===== config.mk =====
export PLATFORM = sky130hd
export DESIGN_NAME = if_fetch_stage
export DESIGN_NICKNAME = d
export VERILOG_FILES = /design/src/rtl/if_pkg.sv /design/src/rtl/if_fetch_stage_hold_buf.sv /design/src/rtl/if_fetch_stage.sv
export SDC_FILE = /design/constraint.sdc
export NUM_CORES = 1
export LEC_CHECK = 0
export ABC_AREA = 1
export CAP_MARGIN = 0
export CELL_PAD_IN_SITES_DETAIL_PLACEMENT = 0
export CELL_PAD_IN_SITES_GLOBAL_PLACEMENT = 1
export CORE_MARGIN = 5
export CORE_UTILIZATION = 35
export DETAILED_ROUTE_END_ITERATION = 8
export DONT_BUFFER_PORTS = 1
export PLACE_DENSITY = 0.66
export SYNTH_ARGS = -nofsm -noshare
export SYNTH_HDL_FRONTEND = slang
export SYNTH_HIERARCHICAL = 1
export SYNTH_SLANG_ARGS = --single-unit

===== constraint.sdc =====
create_clock -name clk -period 4.8 [get_ports clk]
set_input_delay 1.2 -clock clk [delete_from_list [all_inputs] [get_ports clk]]
set_output_delay 1.2 -clock clk [all_outputs]
set_load 0.02 [all_outputs]

===== src/rtl/if_pkg.sv =====
// Shared types and defaults for the instruction-fetch stage.
// Optional feature macro: IF_MISALIGN_TRAP_EN (misaligned redirect trap).
package if_pkg;

  typedef enum logic [1:0] {
    S_IDLE,
    S_WAIT,
    S_HOLD,
    S_TRAP
  } fetch_st_t;

  localparam logic [31:0] NOP_INSTR_D = 32'h0000_0033;
  localparam logic [31:0] RESET_PC_D  = 32'h0000_0000;
  localparam logic [31:0] PC_STEP     = 32'd4;

endpackage


===== src/rtl/if_fetch_stage_hold_buf.sv =====
// One-entry capture register for an instruction word and its PC,
// used while the pipeline stalls on a returned fetch.
module if_hold_buf (
  input  logic        clk,
  input  logic        rst,
  input  logic        i_load,
  input  logic        i_clr,
  input  logic [31:0] i_instr,
  input  logic [31:0] i_pc,
  output logic [31:0] o_instr,
  output logic [31:0] o_pc
);

  logic [31:0] r_instr;
  logic [31:0] r_pc;

  // capture on load, zero on clear
  always_ff @(posedge clk or posedge rst) begin
    if (rst) begin
      r_instr <= '0;
      r_pc    <= '0;
    end else if (i_load) begin
      r_instr <= i_instr;
      r_pc    <= i_pc;
    end else if (i_clr) begin
      r_instr <= '0;
      r_pc    <= '0;
    end
  end

  assign o_instr = r_instr;
  assign o_pc    = r_pc;

endmodule


===== src/rtl/if_fetch_stage.sv =====
// Instruction fetch stage: PC, single-outstanding imem fetch, stall hold.
// Optional macro IF_MISALIGN_TRAP_EN enables the misaligned redirect trap.
module if_fetch_stage
  import if_pkg::*;
#(
  parameter logic [31:0] RESET_PC  = RESET_PC_D,
  parameter logic [31:0] NOP_INSTR = NOP_INSTR_D
) (
  input  logic        clk,
  input  logic        rst,
  input  logic        stall_i,
  input  logic        redirect_i,
  input  logic [31:0] redirect_pc_i,
  output logic        imem_req,
  output logic [31:0] imem_addr,
  input  logic        imem_rvalid,
  input  logic [31:0] imem_rdata,
  output logic [31:0] if_instrn,
  output logic [31:0] if_pc_addrout,
  output logic [31:0] if_pcp4,
  output logic        if_bubble,
  output logic        misalign_o
);

  fetch_st_t   r_state;
  fetch_st_t   w_state_nx;
  logic [31:0] r_pc;
  logic [31:0] w_pc_nx;
  logic        r_kill;
  logic        w_kill_nx;
  logic [31:0] w_tgt;
  logic        w_mis;
  logic        w_pres;
  logic [31:0] w_pc_inc;
  logic        w_load;
  logic        w_clr;
  logic [31:0] w_hold_instr;
  logic [31:0] w_hold_pc;

`ifdef IF_MISALIGN_TRAP_EN
  assign w_tgt = redirect_pc_i;
  assign w_mis = redirect_i && (redirect_pc_i[1:0] != 2'b00);
`else
  logic w_unused_lsb;
  assign w_unused_lsb = ^redirect_pc_i[1:0];
  assign w_tgt = {redirect_pc_i[31:2], 2'b00};
  assign w_mis = 1'b0;
`endif

  assign w_pres = (r_state == S_HOLD) ||
                  (r_state == S_WAIT && imem_rvalid && !r_kill);
  assign w_pc_inc = r_pc + PC_STEP;

  if_hold_buf u_hold (
    .clk     (clk),
    .rst     (rst),
    .i_load  (w_load),
    .i_clr   (w_clr),
    .i_instr (imem_rdata),
    .i_pc    (r_pc),
    .o_instr (w_hold_instr),
    .o_pc    (w_hold_pc)
  );

  // state, pc and kill registers
  always_ff @(posedge clk or posedge rst) begin
    if (rst) begin
      r_state <= S_IDLE;
      r_pc    <= RESET_PC;
      r_kill  <= 1'b0;
    end else begin
      r_state <= w_state_nx;
      r_pc    <= w_pc_nx;
      r_kill  <= w_kill_nx;
    end
  end

  // next state plus the fetch request issued on each transition
  always_comb begin
    w_state_nx = r_state;
    w_pc_nx    = r_pc;
    w_kill_nx  = r_kill;
    imem_req   = 1'b0;
    imem_addr  = {r_pc[31:2], 2'b00};
    w_load     = 1'b0;
    w_clr      = 1'b0;
    unique case (r_state)
      S_IDLE: begin
        if (w_mis) begin
          w_pc_nx    = w_tgt;
          w_state_nx = S_TRAP;
        end else if (redirect_i) begin
          w_pc_nx    = w_tgt;
          imem_req   = 1'b1;
          imem_addr  = w_tgt;
          w_state_nx = S_WAIT;
        end else begin
          imem_req   = 1'b1;
          w_state_nx = S_WAIT;
        end
      end
      S_WAIT: begin
        if (w_mis) begin
          w_pc_nx    = w_tgt;
          w_kill_nx  = !imem_rvalid;
          w_state_nx = S_TRAP;
        end else if (redirect_i) begin
          w_pc_nx = w_tgt;
          if (imem_rvalid) begin
            w_kill_nx = 1'b0;
            imem_req  = 1'b1;
            imem_addr = w_tgt;
          end else begin
            w_kill_nx = 1'b1;
          end
        end else if (imem_rvalid) begin
          if (r_kill) begin
            w_kill_nx = 1'b0;
            imem_req  = 1'b1;
          end else if (stall_i) begin
            w_load     = 1'b1;
            w_state_nx = S_HOLD;
          end else begin
            w_pc_nx   = w_pc_inc;
            imem_req  = 1'b1;
            imem_addr = w_pc_inc;
          end
        end
      end
      S_HOLD: begin
        if (w_mis) begin
          w_pc_nx    = w_tgt;
          w_clr      = 1'b1;
          w_state_nx = S_TRAP;
        end else if (redirect_i) begin
          w_pc_nx    = w_tgt;
          imem_req   = 1'b1;
          imem_addr  = w_tgt;
          w_clr      = 1'b1;
          w_state_nx = S_WAIT;
        end else if (!stall_i) begin
          w_pc_nx    = w_pc_inc;
          imem_req   = 1'b1;
          imem_addr  = w_pc_inc;
          w_clr      = 1'b1;
          w_state_nx = S_WAIT;
        end
      end
      S_TRAP: begin
        if (imem_rvalid) w_kill_nx = 1'b0;
        if (w_mis) begin
          w_pc_nx = w_tgt;
        end else if (redirect_i) begin
          w_pc_nx    = w_tgt;
          w_state_nx = S_WAIT;
          if (!(r_kill && !imem_rvalid)) begin
            imem_req  = 1'b1;
            imem_addr = w_tgt;
          end
        end
      end
      default: w_state_nx = S_IDLE;
    endcase
  end

  // presentation towards IF/ID; redirect always forces a bubble
  always_comb begin
    if_bubble     = !w_pres || redirect_i;
    if_pc_addrout = (r_state == S_HOLD) ? w_hold_pc : r_pc;
    if_pcp4       = if_pc_addrout + PC_STEP;
    misalign_o    = w_mis;
    if (if_bubble)
      if_instrn = NOP_INSTR;
    else if (r_state == S_HOLD)
      if_instrn = w_hold_instr;
    else
      if_instrn = imem_rdata;
  end

endmodule


==> out/qor.txt, run 1 <==
outcome: complete, no violations
Finished Layout Cells: 1889
Overflow after GRT: 0
CTS tree: built
most frequent CP cell: inv_1
via density per instance: 5.42
Post-Place Cells: 1873
Post-DP HPWL: 24900 um
WL per Instance: 18.6 um
FF-to-FF End: u_hold/o_instr[31]$_DFFE_PP0P_
vias in the first global route: 9348
Remaining DRCs: 0
drt pass-1 iters: 5
gpl congestion: 0.921
critical path startpoint category: flip-flop
Initial Util: 35.7%
Row Count: 59
max incr delay on CP: 460 ps
fin crit share: 94.8%
chip height: 174 um
Tot GR Track Use: 22.3%
ANT nets after route: 0
Gates resized, CTS repair: 0
global-route wire length before repair: 54700 um
H-tree lvl count: 3
largest net degree at the start of global routing: 82
Area growth syn-to-layout: 8.06%
Layout fillers: 2950
Synth async-reset ratio: 100%
Core Box Area: 26200 um^2
FF-to-FF Start: r_state[0]$_DFFE_PP0P_
clk slew on worst S/H paths: 80 ps
worst-margin pin slew: 1130 ps
Final Setup Violations: 0
max_slew headroom: 23.9%
RSZ-0062 raised after global routing: no
Die Area: 30100 um^2
num ports: 200
number of port buffers: 0
Cell Pwr Density: 741 nW/um^2
drt total wl: 35100 um
Synth Flop Type: dfrtp_1
crit path max fanout: 58
WP data required: 3600 ps
slowest cell on the critical path: buf_4
Post-Syn Instances: 1585
hold buffers post-CTS: 0
Mean Syn Cell Area: 5.91 um^2
kind of critical path: reg2out
final count of hold timing violations: 0
clk_skew: 9.63 ps
synth warn: 6
min cycle time layout: 4550 ps
worst skew pair latency: 360 ps
Synth Register Bits: 97
CTS buffer count: 9
Die W: 174 um
r2r setup slk: 2150 ps
# diodes: 0
leakage dissipation: 4.86 nW
critical path endpoint: imem_addr[9]
worst vdd ir: 336 uV
Final Max Tran Viols: 0
Critical Path Source: r_state[0]$_DFFE_PP0P_
root buf cell: clkbuf_16
CP Cell Sequence: inv_1, ha_4, buf_12, buf_4, nor2_1, inv_1, o21ai_0, inv_1, a21oi_1, o21ai_0, nand2_1, a22oi_1, buf_4
max frequency: 220 MHz
hold path startpoint: u_hold/o_pc[20]$_DFFE_PP0P_
Setup crit end kind: primary output
setup bufs post-CTS: 0
Arrival @ worst endpoint: 3350 ps
post-synth cell types: 45
initial drt markers: 1032
hold depth: 2
Layout Nets: 1624
register area share after synthesis: 25.9%
routed via count: 10.2k
worst r2r path cells: 10
Final TNS setup: 0 ps
CTS Buffer Depth: 2
EDFF count, synth: 0
cell area after synthesis: 9370 um^2
clk sink count: 97
maxcap violations: 0
antenna violations before repair: 0
worst hold path type: reg2reg
share of layout cells above drive strength 1: 9.52%
-- layout by cell type, fill, tap and decap left out, drive strengths merged, types with 2 or more instances in the layout --
| master | count |
|---|---|
| xor2 | 34 |
| a221oi | 18 |
| inv | 132 |
| buf | 66 |
| or2 | 21 |
| ha | 6 |
| nor3 | 11 |
| o2111ai | 2 |
| nand2 | 585 |
| nand3 | 114 |
| nand4 | 7 |
| conb | 5 |
| o211ai | 19 |
| o22ai | 8 |
| nor2 | 103 |
| a31oi | 7 |
| clkbuf | 10 |
| a211oi | 2 |
| a21oi | 155 |
| a22oi | 5 |
| dfrtp | 97 |
| xnor2 | 2 |
| nor4 | 3 |
| o21ai | 135 |
-- cells by family after synthesis --
family                   share of synthesized area (%)
AO/OA/AOI/OAI                                     21.2
buffers and inverters                             11.2
other                                           0.0400
flip-flops                                        25.9
adder cells (fa/ha/maj)                          0.801
XOR/XNOR                                          3.37
AND/OR/NAND/NOR                                   37.5
-- cells in the mapped netlist (4+ instances only) --
library cell / instances / area (um^2)
nor2_2: 6 / 37.5
buf_6: 4 / 45.0
nand3_1: 111 / 556
inv_2: 5 / 18.8
buf_4: 12 / 90.1
xor2_1: 34 / 298
inv_1: 123 / 462
buf_1: 6 / 22.5
buf_2: 24 / 120
ha_1: 6 / 75.1
dfrtp_1: 97 / 2430
a221oi_1: 18 / 158
or2_2: 21 / 131
a22oi_1: 5 / 37.5
nand2_2: 5 / 31.3
o22ai_1: 8 / 50.1
clkbuf_1: 69 / 259
a31oi_1: 7 / 43.8
a21oi_1: 155 / 776
nor3_1: 8 / 40.0
o21ai_1: 4 / 20.0
o21ai_0: 120 / 601
o211ai_1: 19 / 143
o21ai_2: 10 / 87.6
nand4_1: 7 / 43.8
nor2_1: 94 / 353
nand2_1: 580 / 2180
-- report_power, final --
group          total [W]  internal (W)  switching, W
logic            0.00495       0.00145       0.00350
registers        0.00174       0.00119      0.000548
clock network   0.000807      0.000432      0.000375
-- how the worst min path moves through the flow --
| stage | endpoint | slack [ps] |
|---|---|---|
| 2_1_floorplan | u_hold/o_pc[15]$_DFFE_PP0P_ | 430 |
| 3_3_place_gp | u_hold/o_pc[17]$_DFFE_PP0P_ | 450 |
| 3_5_place_dp | u_hold/o_pc[20]$_DFFE_PP0P_ | 450 |
| 4_1_cts | u_hold/o_pc[16]$_DFFE_PP0P_ | 470 |
| 5_1_grt | u_hold/o_pc[28]$_DFFE_PP0P_ | 490 |
| 6_report | u_hold/o_pc[20]$_DFFE_PP0P_ | 470 |
-- through the flow --
stage | util [%] | total power [W] | setup slack (ps) | hold slack, ps | cell area [um^2]
2_1_floorplan | - | 0.00521 | 902 | 434 | 9380
3_3_place_gp | 37.4 | 0.00663 | 627 | 446 | 9800
3_5_place_dp | 37.4 | 0.00668 | 581 | 451 | 9800
4_1_cts | 38.6 | 0.00750 | 230 | 469 | 10100
5_1_grt | 38.6 | 0.00811 | 27.9 | 490 | 10100
6_report | 38.6 | 0.00750 | 251 | 468 | 10100
-- layout make-up --
class,count,area (um^2),area share [%]
Clock buffer,10,239,2.36
Clock inverter,6,82.6,0.816
Inverter,129,484,4.78
Multi-Input combinational cell,1246,5940,58.6
Sequential cell,97,2430,24.0
Tap cell,335,419,4.14
Timing Repair Buffer,66,533,5.27
-- sequential cells by signal, indices dropped and copies added, names as in the netlist --
register,flops
r_state,2
r_pc,30
u_hold/o_pc,32
r_kill,1
u_hold/o_instr,32
-- critical path: cells and delay by family, from the launching register on --
kind                     cells  cell delay (ps)
AO/OA/AOI/OAI                4              610
flip-flops                   1              420
AND/OR/NAND/NOR              2              190
buffers and inverters        6             1340
adder cells (fa/ha/maj)      1              370
-- routing by layer --
layer	up-vias	share of wire (%)	wire length, um	global-route usage (%)
met3	36	8.4	2960	5.47
li1	5071	-	-	-
met4	0	1.5	521	4.62
met5	-	0	0	0
met1	4749	47	16500	31.9
met2	391	43	15100	34.2
Note: power is estimated with default switching activity, not from simulation.
==> run 2: changes to the inputs <==
==> constraint.sdc (replaced) <==
create_clock -name clk -period 4.8 [get_ports clk]
set_input_delay 0.72 -clock clk [delete_from_list [all_inputs] [get_ports clk]]
set_output_delay 0.72 -clock clk [all_outputs]
set_load 0.02 [all_outputs]
==> run 2 against run 1 <==
  * Sequential share of layout area rose by 0.60 points
  * Utilization shrank 0.95 points
  * Critical path type unchanged
  * First-iteration DRC count decreased by 5.3%
  * Wire length grew 1.1%
  * Die area unchanged
==> out/qor.txt, run 2 (synthesis results as in run 1) <==
outcome: complete, no violations
H-tree lvl count: 3
kind of critical path: reg2out
share of layout cells above drive strength 1: 7.80%
initial drt markers: 977
Layout fillers: 2926
net load switching power: 0.00440 W
most frequent CP cell: inv_1
RSZ-0062 raised after global routing: no
via density per instance: 5.46
final count of hold timing violations: 0
global-route wire length before repair: 55500 um
Critical Path Source: r_state[0]$_DFFE_PP0P_
ANT nets after route: 0
worst hold path type: in2async
Overflow after GRT: 0
Gates resized, CTS repair: 0
min cycle time layout: 4270 ps
Layout Nets: 1596
Int Power: 0.00280 W
max frequency: 234 MHz
CTS tree: built
Row Count: 59
antenna violations before repair: 0
CTS buffer count: 9
clk sink count: 97
leakage dissipation: 4.72 nW
worst skew pair latency: 360 ps
largest net degree at the start of global routing: 82
clock group share of total power: 11.0%
Finished Core Util: 37.7%
drt total wl: 35500 um
drt pass-1 iters: 6
max_slew headroom: 18.8%
clk slew on worst S/H paths: 90 ps
num ports: 200
crit path max fanout: 44
Setup crit end kind: primary output
Core Box Area: 26200 um^2
clk_skew: 12.4 ps
CTS Buffer Depth: 2
most frequent cells in the layout: 580 x nand2_1, 155 x a21oi_1, 121 x inv_1, 120 x o21ai_0, 111 x nand3_1
chip height: 174 um
logic gate share of total power: 64.8%
final hold slack: 355 ps
Buf/Inv on CP: 4
Area growth syn-to-layout: 5.40%
Post-Place Setup Slack: 855 ps
gpl congestion: 0.881
Sw Share: 61.1%
Post-DP HPWL: 24800 um
total power draw: 0.00720 W
maxcap violations: 0
commonest non-fill, non-tap cell in the layout: nand2_1
number of port buffers: 0
critical path startpoint category: flip-flop
WP data required: 4080 ps
# diodes: 0
worst-margin pin slew: 1200 ps
slowest cell on the critical path: ha_4
fin crit share: 88.9%
Remaining DRCs: 0
Tot GR Track Use: 22.8%
worst vdd ir: 229 uV
Final WS setup: 535 ps
Die W: 174 um
routed via count: 10.2k
Arrival @ worst endpoint: 3550 ps
Final TNS setup: 0 ps
delay-heaviest family, CP: buffers and inverters
setup bufs post-CTS: 0
Final Setup Violations: 0
CP Cell Sequence: inv_1, ha_4, inv_1, or2_2, o21ai_0, inv_1, nand3_1, inv_1, nand4_1, xor2_1
hold buffers post-CTS: 0
Final Max Tran Viols: 0
WL per Instance: 19.1 um
Initial Util: 35.7%
Sequential Power Share: 24.2%
vias in the first global route: 9460
max incr delay on CP: 560 ps
FF-to-FF Start: r_state[1]$_DFFE_PP0P_
Die Area: 30100 um^2
Cell Pwr Density: 730 nW/um^2
root buf cell: clkbuf_16
[run 2: cell types whose count changed in the layout (fill, tap and decap cells not counted), sizes merged]
cell,change
bufinv,-1
inv,+1
buf,-28
clkinv,+2
clkbuf,-1
clkinvlp,-1
[run 2: cell type report]
cell class / count / area (um^2) / share of cell area [%]
clock buffer: 9 / 225 / 2.28
clock inverter: 7 / 96.3 / 0.976
inverter: 129 / 484 / 4.90
multi-input combinational: 1246 / 5930 / 60.1
sequential: 97 / 2430 / 24.6
tap: 335 / 419 / 4.25
timing repair buffer: 38 / 285 / 2.89
[run 2: worst reg2reg max path: stages (launching register included)]
cell	delay, ps
dfrtp_1	440
inv_1	90
ha_1	200
buf_4	180
inv_1	630
nor2_1	180
inv_1	170
a31oi_1	110
inv_1	410
buf_4	440
o21ai_0	170
o22ai_1	190
[run 2: worst paths after layout]
kind | endpoint | slack (ps) | cells after the start
max | if_pcp4[30] | 530 | 10
min | u_hold/o_instr[29]$_DFFE_PP0P_ | 350 | 1
max reg2reg | r_pc[21]$_DFFE_PP0P_ | 1500 | 11
min reg2reg | u_hold/o_pc[17]$_DFFE_PP0P_ | 470 | 2
max in group asynchronous | u_hold/o_pc[15]$_DFFE_PP0P_ | 3510 | 2
min in group clk | u_hold/o_pc[17]$_DFFE_PP0P_ | 470 | 2
[run 2: layer usage]
metal  GRT usage (%)  wire length [um]
met1            32.5             16400
met2            35.3             15400
met3            5.15              3130
met4            5.05               543
met5               0                 0
[run 2: power by group through the flow]
stage	Clock (W)	Sequential (W)	Combinational, W
after floorplan	0	0.00140	0.00381
after global placement	0	0.00173	0.00464
after detailed placement	0	0.00174	0.00468
after CTS	0.000807	0.00172	0.00469
after global routing	0.000836	0.00180	0.00519
final	0.000790	0.00174	0.00467
[run 2: through the flow]
step / std cells / area (um^2)
global placement: 1845 / 9550
global route: 1861 / 9870
detailed placement: 1845 / 9550
floorplan: 1589 / 9380
CTS: 1861 / 9870
finish: 1861 / 9870
==> run 3: changes to the inputs <==
SLEW_MARGIN = 20   (was unset)
==> run 3 against run 2 <==
  * Die area unchanged
  * Largest power group unchanged
  * Combinational power is essentially flat
  * Critical endpoint unchanged
  * Cell count is the same
  * Utilization barely moved
  * Global-route usage unchanged
  * Non-clock buffer count did not move
  * Largest cell class unchanged
  * Via count barely moved
  * Flip-flop and latch count did not move
  * Worst setup slack worse by 0.60 ps
  * Fmax about the same
  * Cell area about the same
  * Total power about the same
==> out/qor.txt, run 3 (synthesis results as in run 1) <==
kind of critical path: reg2out
total power draw: 0.00721 W
final count of hold timing violations: 0
Tot GR Track Use: 22.8%
max frequency: 234 MHz
WP data required: 4080 ps
clk sink count: 97
slowest cell on the critical path: ha_4
Arrival @ worst endpoint: 3550 ps
Layout Nets: 1596
Final Max Tran Viols: 0
Sw Share: 61.1%
max_slew headroom: 25.2%
Remaining DRCs: 0
Cell Pwr Density: 730 nW/um^2
num ports: 200
leakage dissipation: 4.72 nW
Row Count: 59
max incr delay on CP: 560 ps
Core Box Area: 26200 um^2
critical path startpoint category: flip-flop
worst r2r path cells: 11
outcome: complete, no violations
CTS Buffer Depth: 2
FF-to-FF End: r_pc[21]$_DFFE_PP0P_
drt pass-1 iters: 6
r2r setup slk: 1510 ps
Setup crit end kind: primary output
Overflow after GRT: 0
H-tree lvl count: 3
Int Power: 0.00281 W
vias in the first global route: 9460
share of layout cells above drive strength 1: 7.86%
via density per instance: 5.46
Die Area: 30100 um^2
final instance area: 9880 um^2
RSZ-0062 raised after global routing: no
clock group share of total power: 11.0%
routed via count: 10.2k
root buf cell: clkbuf_16
Area growth syn-to-layout: 5.44%
# diodes: 0
number of port buffers: 0
CP Cell Sequence: inv_1, ha_4, inv_1, or2_2, o21ai_0, inv_1, nand3_1, inv_1, nand4_1, xor2_1
Final Setup Violations: 0
Buf/Inv on CP: 4
antenna violations before repair: 0
largest net degree at the start of global routing: 82
fin crit share: 88.9%
maxcap violations: 0
Final TNS setup: 0 ps
commonest non-fill, non-tap cell in the layout: nand2_1
Post-DP HPWL: 24800 um
worst skew pair latency: 360 ps
most frequent cells in the layout: 580 x nand2_1, 155 x a21oi_1, 120 x inv_1, 119 x o21ai_0, 111 x nand3_1
worst hold path type: in2async
Initial Util: 35.7%
crit path max fanout: 44
Area after DPL: 9550 um^2
initial drt markers: 977
CTS tree: built
ANT nets after route: 0
worst-margin pin slew: 1120 ps
chip height: 174 um
worst vdd ir: 229 uV
net load switching power: 0.00440 W
most frequent CP cell: inv_1
min cycle time layout: 4270 ps
logic gate share of total power: 64.9%
clk slew on worst S/H paths: 90 ps
CTS buffer count: 9
Sequential Power Share: 24.2%
FF-to-FF Start: r_state[1]$_DFFE_PP0P_
delay-heaviest family, CP: buffers and inverters
Die W: 174 um
gpl congestion: 0.881
drt total wl: 35500 um
setup bufs post-CTS: 0
clk_skew: 12.4 ps
WL per Instance: 19.1 um
global-route wire length before repair: 55500 um
-- run 3: cell types whose count changed in the layout (fill, tap and decap cells not counted) --
cell / change
clkinvlp_4: +1
o21ai_1: +1
o21ai_0: -1
inv_1: -1
-- run 3: repair_timing --
item | CTS | global route
gates resized for setup | 0 | 1
setup endpoints to repair | 0 | 7
hold buffers | 0 | 0
-- run 3: power by group through the flow --
stage / Sequential (W) / Clock [W] / Combinational, W
global placement: 0.00173 / 0 / 0.00464
floorplan: 0.00140 / 0 / 0.00381
CTS: 0.00172 / 0.000807 / 0.00469
global route: 0.00180 / 0.000836 / 0.00519
detailed placement: 0.00174 / 0 / 0.00468
finish: 0.00174 / 0.000790 / 0.00468
-- run 3: area by class of cell --
class	count	area, um^2
Timing Repair Buffer	38	285
Sequential cell	97	2430
Clock inverter	7	96.3
Tap cell	335	419
Fill cell	2925	16300
Clock buffer	9	225
Inverter	129	488
Multi-Input combinational cell	1246	5930
-- run 3: metal layers --
metal  routed length [um]  vias to the layer above  GRT usage (%)
met5                    0                        -              0
met4                  543                        0           5.05
met3                 3120                       29           5.15
met2                15400                      386           35.3
met1                16400                     4738           32.5
li1                     -                     5006              -
-- run 3: through the flow --
stage          utilization, %  cells  setup WS, ps  hold slack, ps
2_1_floorplan               -   1589          1430             434
6_report                 37.7   1861           534             355
3_5_place_dp             36.4   1845           855             451
3_3_place_gp             36.4   1845           878             445
5_1_grt                  37.7   1861           192             416
4_1_cts                  37.7   1861           448             375
-- run 3: how the worst max path moves through the flow --
| stage | depth (start not counted) | endpoint | start |
|---|---|---|---|
| 3_5_place_dp | 11 | if_pcp4[30] | r_state[0]$_DFFE_PP0P_ |
| 3_3_place_gp | 11 | if_pcp4[30] | r_state[0]$_DFFE_PP0P_ |
| 6_report | 10 | if_pcp4[30] | r_state[0]$_DFFE_PP0P_ |
| 4_1_cts | 11 | if_pcp4[30] | r_state[0]$_DFFE_PP0P_ |
| 2_1_floorplan | 11 | if_pcp4[30] | r_state[0]$_DFFE_PP0P_ |
| 5_1_grt | 13 | if_pcp4[27] | r_state[0]$_DFFE_PP0P_ |
